--- src/rtl/mips_pkg.sv ---
// Shared MIPS pipeline types and constants: fetch FSM state, IF/ID register layout,
// bubble instruction and default instruction-memory window.
package mips_pkg;

   localparam logic [31:0] NOP_INST      = 32'h0000_0000;
   localparam logic [29:0] DEF_RESET_PC  = 30'h0010_0000;
   localparam logic [29:0] DEF_IMEM_BASE = 30'h0010_0000;
   localparam logic [29:0] DEF_IMEM_LAST = 30'h0010_0100;

   typedef enum logic {
      FS_RUN  = 1'b0,
      FS_HALT = 1'b1
   } fetch_state_t;

   typedef struct packed {
      logic [31:0] inst;
      logic [29:0] pc_plus1;
      logic        valid;
   } ifid_t;

endpackage

--- src/rtl/fetch_stage_if.sv ---
// Fetch-stage bus: hazard/redirect controls in, instruction-memory port, IF/ID outputs.
interface fetch_if;

   logic        stall;
   logic        flush;
   logic        branch_taken;
   logic [29:0] branch_target;
   logic        jump_taken;
   logic [29:0] jump_target;
   logic [29:0] imem_pc;
   logic [31:0] imem_inst;
   logic [31:0] id_inst;
   logic [29:0] id_pc_plus1;
   logic        id_valid;
   logic        fault;
   logic        halted;

   // master is the fetch stage itself
   modport master (
      input  stall, flush, branch_taken, branch_target, jump_taken, jump_target, imem_inst,
      output imem_pc, id_inst, id_pc_plus1, id_valid, fault, halted
   );

   modport slave (
      output stall, flush, branch_taken, branch_target, jump_taken, jump_target, imem_inst,
      input  imem_pc, id_inst, id_pc_plus1, id_valid, fault, halted
   );

endinterface

--- src/rtl/fetch_stage_next_pc_sel.sv ---
// Next-PC priority mux: branch (older) beats jump, any redirect beats stall, else pc+1.
module next_pc_sel (
   input  logic [29:0] pc,
   input  logic [29:0] pc_plus1,
   input  logic        stall,
   input  logic        branch_taken,
   input  logic [29:0] branch_target,
   input  logic        jump_taken,
   input  logic [29:0] jump_target,
   output logic [29:0] next_pc,
   output logic        redirect
);

   always_comb begin
      redirect = branch_taken | jump_taken;
      if (branch_taken)    next_pc = branch_target;
      else if (jump_taken) next_pc = jump_target;
      else if (stall)      next_pc = pc;
      else                 next_pc = pc_plus1;
   end

endmodule

--- src/rtl/fetch_stage.sv ---
// IF stage: PC register, RUN/HALT fetch FSM and IF/ID pipeline register.
module fetch_stage
   import mips_pkg::*;
#(
   parameter logic [29:0] RESET_PC  = mips_pkg::DEF_RESET_PC,
   parameter logic [29:0] IMEM_BASE = mips_pkg::DEF_IMEM_BASE,
   parameter logic [29:0] IMEM_LAST = mips_pkg::DEF_IMEM_LAST,
   parameter logic [31:0] NOP_INST  = mips_pkg::NOP_INST
) (
   input  logic   clk,
   input  logic   reset,
   fetch_if.master bus
);

   fetch_state_t state, state_n;
   logic [29:0]  pc, pc_n, pc_plus1, sel_pc;
   ifid_t        ifid, ifid_n;
   logic         fault, fault_n;
   logic         redirect, in_range;

   assign pc_plus1 = pc + 30'd1;
   assign in_range = (pc >= IMEM_BASE) && (pc <= IMEM_LAST);

   next_pc_sel u_next_pc_sel (
      .pc            (pc),
      .pc_plus1      (pc_plus1),
      .stall         (bus.stall),
      .branch_taken  (bus.branch_taken),
      .branch_target (bus.branch_target),
      .jump_taken    (bus.jump_taken),
      .jump_target   (bus.jump_target),
      .next_pc       (sel_pc),
      .redirect      (redirect)
   );

   always_comb begin
      state_n = state;
      pc_n    = pc;
      ifid_n  = ifid;
      fault_n = fault;
      case (state)
         FS_RUN: begin
            if (!in_range && !redirect && !bus.stall) begin
               // a redirected or stalled out-of-range pc is a wrong-path fetch, not a fault
               state_n      = FS_HALT;
               fault_n      = 1'b1;
               ifid_n.inst  = NOP_INST;
               ifid_n.valid = 1'b0;
            end else begin
               pc_n = sel_pc;
               if (redirect || bus.flush) begin
                  ifid_n.inst  = NOP_INST;
                  ifid_n.valid = 1'b0;
               end else if (!bus.stall) begin
                  ifid_n.inst     = bus.imem_inst;
                  ifid_n.pc_plus1 = pc_plus1;
                  ifid_n.valid    = 1'b1;
               end
            end
         end
         default: begin
            ifid_n.inst  = NOP_INST;
            ifid_n.valid = 1'b0;
         end
      endcase
   end

   always_ff @(posedge clk) begin
      if (reset) begin
         state <= FS_RUN;
         pc    <= RESET_PC;
         ifid  <= '{inst: NOP_INST, pc_plus1: 30'd0, valid: 1'b0};
         fault <= 1'b0;
      end else begin
         state <= state_n;
         pc    <= pc_n;
         ifid  <= ifid_n;
         fault <= fault_n;
      end
   end

   assign bus.imem_pc     = pc;
   assign bus.id_inst     = ifid.inst;
   assign bus.id_pc_plus1 = ifid.pc_plus1;
   assign bus.id_valid    = ifid.valid;
   assign bus.fault       = fault;
   assign bus.halted      = (state == FS_HALT);

endmodule
--- src/flat_wrapper.sv ---
// flat-port wrapper written by rule: the top's interface ports become plain ports
module fetch_stage_flat import mips_pkg::*;
#(
   parameter logic [29:0] RESET_PC  = mips_pkg::DEF_RESET_PC,
   parameter logic [29:0] IMEM_BASE = mips_pkg::DEF_IMEM_BASE,
   parameter logic [29:0] IMEM_LAST = mips_pkg::DEF_IMEM_LAST,
   parameter logic [31:0] NOP_INST  = mips_pkg::NOP_INST
)
  (clk, reset, bus_stall, bus_flush, bus_branch_taken, bus_branch_target, bus_jump_taken, bus_jump_target, bus_imem_inst, bus_imem_pc, bus_id_inst, bus_id_pc_plus1, bus_id_valid, bus_fault, bus_halted);
  fetch_if bus_i ();
  input  logic clk;
  input  logic reset;
  input wire logic [$bits(bus_i.stall)-1:0] bus_stall;
  input wire logic [$bits(bus_i.flush)-1:0] bus_flush;
  input wire logic [$bits(bus_i.branch_taken)-1:0] bus_branch_taken;
  input wire logic [$bits(bus_i.branch_target)-1:0] bus_branch_target;
  input wire logic [$bits(bus_i.jump_taken)-1:0] bus_jump_taken;
  input wire logic [$bits(bus_i.jump_target)-1:0] bus_jump_target;
  input wire logic [$bits(bus_i.imem_inst)-1:0] bus_imem_inst;
  output wire logic [$bits(bus_i.imem_pc)-1:0] bus_imem_pc;
  output wire logic [$bits(bus_i.id_inst)-1:0] bus_id_inst;
  output wire logic [$bits(bus_i.id_pc_plus1)-1:0] bus_id_pc_plus1;
  output wire logic [$bits(bus_i.id_valid)-1:0] bus_id_valid;
  output wire logic [$bits(bus_i.fault)-1:0] bus_fault;
  output wire logic [$bits(bus_i.halted)-1:0] bus_halted;
  assign bus_i.stall = bus_stall;
  assign bus_i.flush = bus_flush;
  assign bus_i.branch_taken = bus_branch_taken;
  assign bus_i.branch_target = bus_branch_target;
  assign bus_i.jump_taken = bus_jump_taken;
  assign bus_i.jump_target = bus_jump_target;
  assign bus_i.imem_inst = bus_imem_inst;
  assign bus_imem_pc = bus_i.imem_pc;
  assign bus_id_inst = bus_i.id_inst;
  assign bus_id_pc_plus1 = bus_i.id_pc_plus1;
  assign bus_id_valid = bus_i.id_valid;
  assign bus_fault = bus_i.fault;
  assign bus_halted = bus_i.halted;
  fetch_stage #(.RESET_PC(RESET_PC), .IMEM_BASE(IMEM_BASE), .IMEM_LAST(IMEM_LAST), .NOP_INST(NOP_INST)) u_core (.clk(clk), .reset(reset), .bus(bus_i));
endmodule
--- config.mk ---
export PLATFORM = sky130hd
export DESIGN_NAME = fetch_stage_flat
export DESIGN_NICKNAME = d
export VERILOG_FILES = /design/src/rtl/mips_pkg.sv /design/src/rtl/fetch_stage_if.sv /design/src/rtl/fetch_stage_next_pc_sel.sv /design/src/rtl/fetch_stage.sv /design/src/flat_wrapper.sv
export SDC_FILE = /design/constraint.sdc
export NUM_CORES = 1
export LEC_CHECK = 0
export BUFFER_PORTS_ARGS = -buffer_cell sky130_fd_sc_hd__buf_2
export CORE_UTILIZATION = 43
export CTS_CLUSTER_SIZE = 8
export DETAILED_ROUTE_END_ITERATION = 6
export PLACE_DENSITY = 0.76
export SYNTH_ARGS = -nofsm -noshare
export SYNTH_HDL_FRONTEND = slang
export SYNTH_SLANG_ARGS = --single-unit
--- constraint.sdc ---
create_clock -name clk -period 1.9 [get_ports clk]
set_input_delay 0.475 -clock clk [delete_from_list [all_inputs] [get_ports clk]]
set_output_delay 0.475 -clock clk [all_outputs]
set_load 0.05 [all_outputs]
== Yosys cells after proc, flatten, opt, wreduce, memory -nomap -nowiden ==
Cells that the tools add are included.

* Logic and storage cells: 31
* Register bits after elaboration: 95
* Input port bits: 98

* Mux-type cells: 5
* Reductions and logical operators: 11
* Equal/unequal tests: 1
* Magnitude comparators: 2
* Bitwise gates (word level): 5
* Add/subtract/negate cells: 1

{| class="wikitable"
|+ Operators by type and width
! operator !! count
|-
| 30-bit two-way mux || 3
|-
| 30-bit by 1-bit adder with 30-bit output (second input constant) || 1
|-
| 30-bit by 21-bit greater-or-equal comparator with 1-bit output (second input constant) || 1
|-
| 30-bit by 21-bit less-or-equal comparator with 1-bit output (second input constant) || 1
|-
| 1-bit inverter || 4
|-
| 4-bit AND reduction || 1
|-
| 4-bit OR reduction || 1
|-
| 1-bit logical AND || 3
|-
| 1-bit logical NOT || 3
|-
| 3-bit by 1-bit != test with 1-bit output (second input constant) || 1
|-
| 3-bit AND reduction || 1
|-
| 1-bit two-way mux || 2
|-
| 2-bit AND reduction || 1
|-
| 1-bit logical OR || 1
|-
| 1-bit bitwise OR || 1
|}

== Logic depth before layout (Yosys ltp) ==
* Word-level depth: 7
* Mapped depth: 8
* Mapped depth without buffers: 7

== Modules after synthesis ==
A second synthesis with hierarchy kept.

* Cell total of the unflattened synthesis: 518
* Area, all modules: 4,969.8 sq um

{| class="wikitable"
|+ By module, submodules not included
! module !! area each (sq um) !! sequential area each (sq um) !! instances !! cells an instance
|-
| fetch_stage || 3,733.6 || 1,901.8 || 1 || 379
|-
| next_pc_sel || 1,236.2 || 0.0 || 1 || 139
|}

== Worst setup path after synthesis ==
OpenSTA, ideal clock, no wires.

* Kind: reg-to-reg
* From: register u_core.pc[0], in the netlist u_core.bus.imem_pc[0]
* To: register u_core.ifid (netlist bit u_core.bus.id_inst[0])
* Library setup time: 0.128 ns
* Path slack: -0.473 ns
* Arrival time: 2.246 ns
* Stages on the path, launching flop included: 9
* Path buffers: 1
* Clock period less this slack: 2.373 ns
* Cells stage by stage: dfxtp_1 -> inv_1 -> ha_1 -> nor4b_2 -> a21boi_2 -> nor3_1 -> o21ai_1 -> clkbuf_1 -> nor2_1

* Longest elaborated chain between the ends: 6
* Elaborated cells on any way between the ends: 7
* Classes of those cells: order compare (2); reduce/logical (5)

{| class="wikitable"
|+ Ends and longest elaborated chain
! element !! line !! text
|-
| start, declared || fetch_stage.sv:16 || <nowiki>logic [29:0] pc, pc_n, pc_plus1, sel_pc;</nowiki>
|-
| start signal, assigned || fetch_stage.sv:76 || <nowiki>pc <= pc_n;</nowiki>
|-
| 30-bit by 21-bit greater-or-equal comparator with 1-bit output or 30-bit by 21-bit less-or-equal comparator with 1-bit output (tied branches) || fetch_stage.sv:22 || <nowiki>assign in_range = (pc >= IMEM_BASE) && (pc <= IMEM_LAST);</nowiki>
|-
| 1-bit logical AND * || fetch_stage.sv:22 ||
|-
| 1-bit logical NOT * || fetch_stage.sv:43 || <nowiki>if (!in_range && !redirect && !bus.stall) begin</nowiki>
|-
| 1-bit logical AND * (2 in a row) || fetch_stage.sv:43 ||
|-
| 4-bit OR reduction (no line) * || n/a ||
|-
| end signal, assigned || fetch_stage.sv:72 || <nowiki>ifid <= '{inst: NOP_INST, pc_plus1: 30'd0, valid: 1'b0};</nowiki>
|-
| end signal, assigned || fetch_stage.sv:77 || <nowiki>ifid <= ifid_n;</nowiki>
|-
| end, declared || fetch_stage.sv:17 || <nowiki>ifid_t ifid, ifid_n;</nowiki>
|}

Mark *: on every way between the ends. The rest lies on a longest branch, timed or not.
A chain may end at the register's enable or synchronous reset.

== Worst setup path after layout ==
* From: register u_core.pc[0], in the netlist u_core.bus.imem_pc[0]
* To: register u_core.pc[4], in the netlist u_core.bus.imem_pc[4]

* Longest elaborated chain between the ends: 7
* Elaborated cells on any way between the ends: 12
* Classes of those cells: add/sub (1); order compare (2); mux (3); bitwise (1); reduce/logical (5)

{| class="wikitable"
|+ Ends and longest elaborated chain
! element !! line
|-
| 30-bit by 21-bit greater-or-equal comparator with 1-bit output or 30-bit by 21-bit less-or-equal comparator with 1-bit output (tied branches) || fetch_stage.sv:22
|-
| 1-bit logical AND || fetch_stage.sv:22
|-
| 1-bit logical NOT || fetch_stage.sv:43
|-
| 1-bit logical AND (2 in a row) || fetch_stage.sv:43
|-
| 1-bit inverter (no line) || n/a
|-
| 3-bit AND reduction (no line) || n/a
|}

Several ways; a longest one is shown, not always the timed one. The select of a mux whose other input is x is not followed.

==> impl_metrics.toml <==
[pwr]
p_int_w = 0.00304
p_switching_w = 0.00153
total_power_w = 0.00458
leakage_nw = 3.07
switching_share_pct = 33.5
combPwrFrac_pct = 25.6
power_density_mw_per_mm2 = 694
p_clk_share_pct = 27.9
pwr-share-seq_pct = 46.5
ir_drop_mv = 0.476

[clock_network]
cts_buffer_depth = 2
clock-sinks = 95
htreeDepth = 3
cts_hold_buf = 0
path_clk_slew_ps = 100
cts_tree = "yes"
cts_root_buffer = "clkbuf_8"
cts_buffers = 9
clkLatencyLatePin_ps = 360

[routing]
initialDrtViolationCount = 344
ant_nets = 0
wire_per_inst_um = 16.5
drcViolationCount = 0
first_pass_iters = 5
viasPerCell = 5.51
wl_mm = 14.6
vias = 4853

[yosys]
synth_warnings = 0
synth_top_area_share_pct = 42.9
synthCells = 497
synth_top_flop_cell = "dfxtp_1"
yosysUniqueCellTypes = 59
post-synth-top-area-cell = "dfxtp_1"
ys_async_sr_fraction_pct = 0
ys_seq_area_share_pct = 42.9
synth_fp_nets = 597
synth.top_cells.by_area = "dfxtp_1 43%, mux2i_1 9.9%, nor2_1 4.7%"
synth_area_mm2 = 0.00444
synth-seq-cells = 95
avgSynthCellArea_um2 = 8.93
synth-edff-count = 0

[final_layout]
seq_area_mm2 = 0.00194
most-common-layout-cells = "192 x buf_2, 71 x dfxtp_1, 67 x buf_4"
layout.nets = 843
finalNonFillerCells = 881
fillers = 797
antennaDiodeCount = 0
fin_util_pct = 66.8
final_common_cell = "buf_2"
synthToLayoutAreaGrowth_pct = 48.6
multi_input_area_mm2 = 0.00256
drive_above_1_share_pct = 48.0

[place]
dp_worst_setup_slack_ps = -306
place_congestion = 0.902
port_buffers = 192
place_inst = 856
hpwl_mm = 10.8

[status]
violations = "setup timing"
outcome = "complete, but fails checks"

[critical_path]
cp-end-kind = "flop"
path_cells = "inv_4 -> ha_4 -> nor4b_4 -> a21boi_2 -> buf_4 -> nor4b_4 -> buf_6 -> buf_12 -> buf_12 -> o31ai_2 -> a31oi_1"
cp.arrival_ps = 2290
crit_fanout = 7
cp.required_ps = 2180
critPathLaunchType = "flop"
cpPeakStageDelay_ps = 360
crit_type = "flop to flop"
critical-path-slowest-cell = "dfxtp_4"

[timing]
tightest_slew_ps = 544
finalHoldViolations = 0
fin_worst_skew_ps = 13.7
min_period_ps = 2010
finalWorstSetupSlack_ps = -110
maxSlewViolCount = 0
rsz0062_at_grt = "yes"
fin_crit_sh_pct = 106
setup_violations = 26
whs_ps = 340
max_freq_ghz = 0.498
slew_headroom_pct = 63.7

[global_routing]
grt_max_degree = 24
grt_pass1_vias = 4725
grt_antenna_before_repair = 0
grt_pass1_wl_mm = 22.9
grt_use_total_pct = 26.5
overflow = 0

[floorplan]
ios = 193
start_util_pct = 45.0
fp.dieArea_mm2 = 0.0107
die_y_um = 104
rows = 36
core_mm2 = 0.00986
die_w_um = 104

[worst_hold_path]
hp-class = "input port to flop"

[job]
cap_viol_max_count = 0
## area by class of cell
class	instances	area share, %
Timing Repair Buffer	273	25.6
Tap cell	133	2.52
Sequential cell	95	29.4
Clock inverter	7	0.987
Clock buffer	9	1.88
Inverter	12	0.759
Multi-Input combinational cell	352	38.8
## synth_stat cells, types with 3 or more instances
library cell,instances
o21ai_1,6
o21a_1,3
and4_1,3
inv_1,12
a22o_1,5
o21ai_0,10
dfxtp_1,95
a221oi_1,3
nor4_2,3
o22ai_1,4
nand3_1,11
nand4_1,8
a31oi_1,10
buf_6,4
and3_1,7
o31ai_1,14
nand2b_1,9
mux2i_1,44
a21oi_1,21
nor4_1,9
nor2_1,55
o211ai_1,11
nand2_1,39
and2_1,22
clkbuf_1,30
o32ai_1,3
a22oi_1,4
or3_1,4
nor3_1,6
xnor2_1,7
## cells by family (layout without fill, tap and decap cells)
family / Yosys count / in the layout / synth area share (%)
flops: 95 / 95 / 42.9
compound gates: 109 / 109 / 17.1
simple gates: 188 / 188 / 22.7
xor+xnor: 9 / 9 / 1.78
fa+ha+maj: 2 / 2 / 0.564
buf+inv: 50 / 301 / 5.05
mux: 44 / 44 / 9.93
## sequential cells by signal, indices dropped and copies added (netlist names)
name / count
u_core.bus.fault: 1
u_core.bus.halted: 1
u_core.bus.id_inst: 32
u_core.bus.id_pc_plus1: 30
u_core.bus.id_valid: 1
u_core.bus.imem_pc: 30
## worst paths after layout
kind,from,to,slack (ps),cells past startpoint
worst max-delay path,u_core.bus.imem_pc[0]$_SDFFE_PP0P_,u_core.bus.imem_pc[4]$_SDFFE_PP0P_,-110,11
worst min-delay path,bus_imem_inst[4],u_core.bus.id_inst[4]$_SDFFE_PP0N_,340,3
worst max register to register,u_core.bus.imem_pc[0]$_SDFFE_PP0P_,u_core.bus.imem_pc[4]$_SDFFE_PP0P_,-110,11
worst min register to register,u_core.bus.fault$_SDFFE_PP0P_,u_core.bus.fault$_SDFFE_PP0P_,450,2
## per-stage QoR
step	setup TNS, ps	instance area, µm²
after global routing	-5990	6590
after global placement	-8360	6060
after CTS	-1200	6470
after detailed placement	-9650	6060
final	-1660	6590
after floorplan	-1920	4530
## routing by layer
metal	global-route usage, %	wire (µm)	vias up
li1	-	-	2288
met1	32.1	5980	2278
met2	46.2	7160	254
met3	4.97	1110	33
met4	10.8	326	0
met5	0	0	-
## power by group through the flow
stage / registers [W] / clock network [W] / logic, W
after global routing: 0.00214 / 0.00139 / 0.00124
after CTS: 0.00213 / 0.00131 / 0.00113
after detailed placement: 0.00217 / 0 / 0.00108
after global placement: 0.00216 / 0 / 0.00106
after floorplan: 0.00241 / 0 / 0.000403
final: 0.00213 / 0.00128 / 0.00117
## repair_timing
item | in CTS | in global routing
cloned | 3 | 0
setup buffers | 4 | 2
gates resized for setup | 26 | 20
pin swaps | 11 | 10
endpoints found under the setup margin | 53 | 70
## worst max-delay path: cells and delay by family (launching register included)
family	cells	cell delay (ps)
buffers and inverters	5	630
and+or+nand+nor	2	470
DFF	1	360
adders and majority gates	1	120
AOI/OAI and AO/OA	3	350
Power figures use the tool's default switching activity.
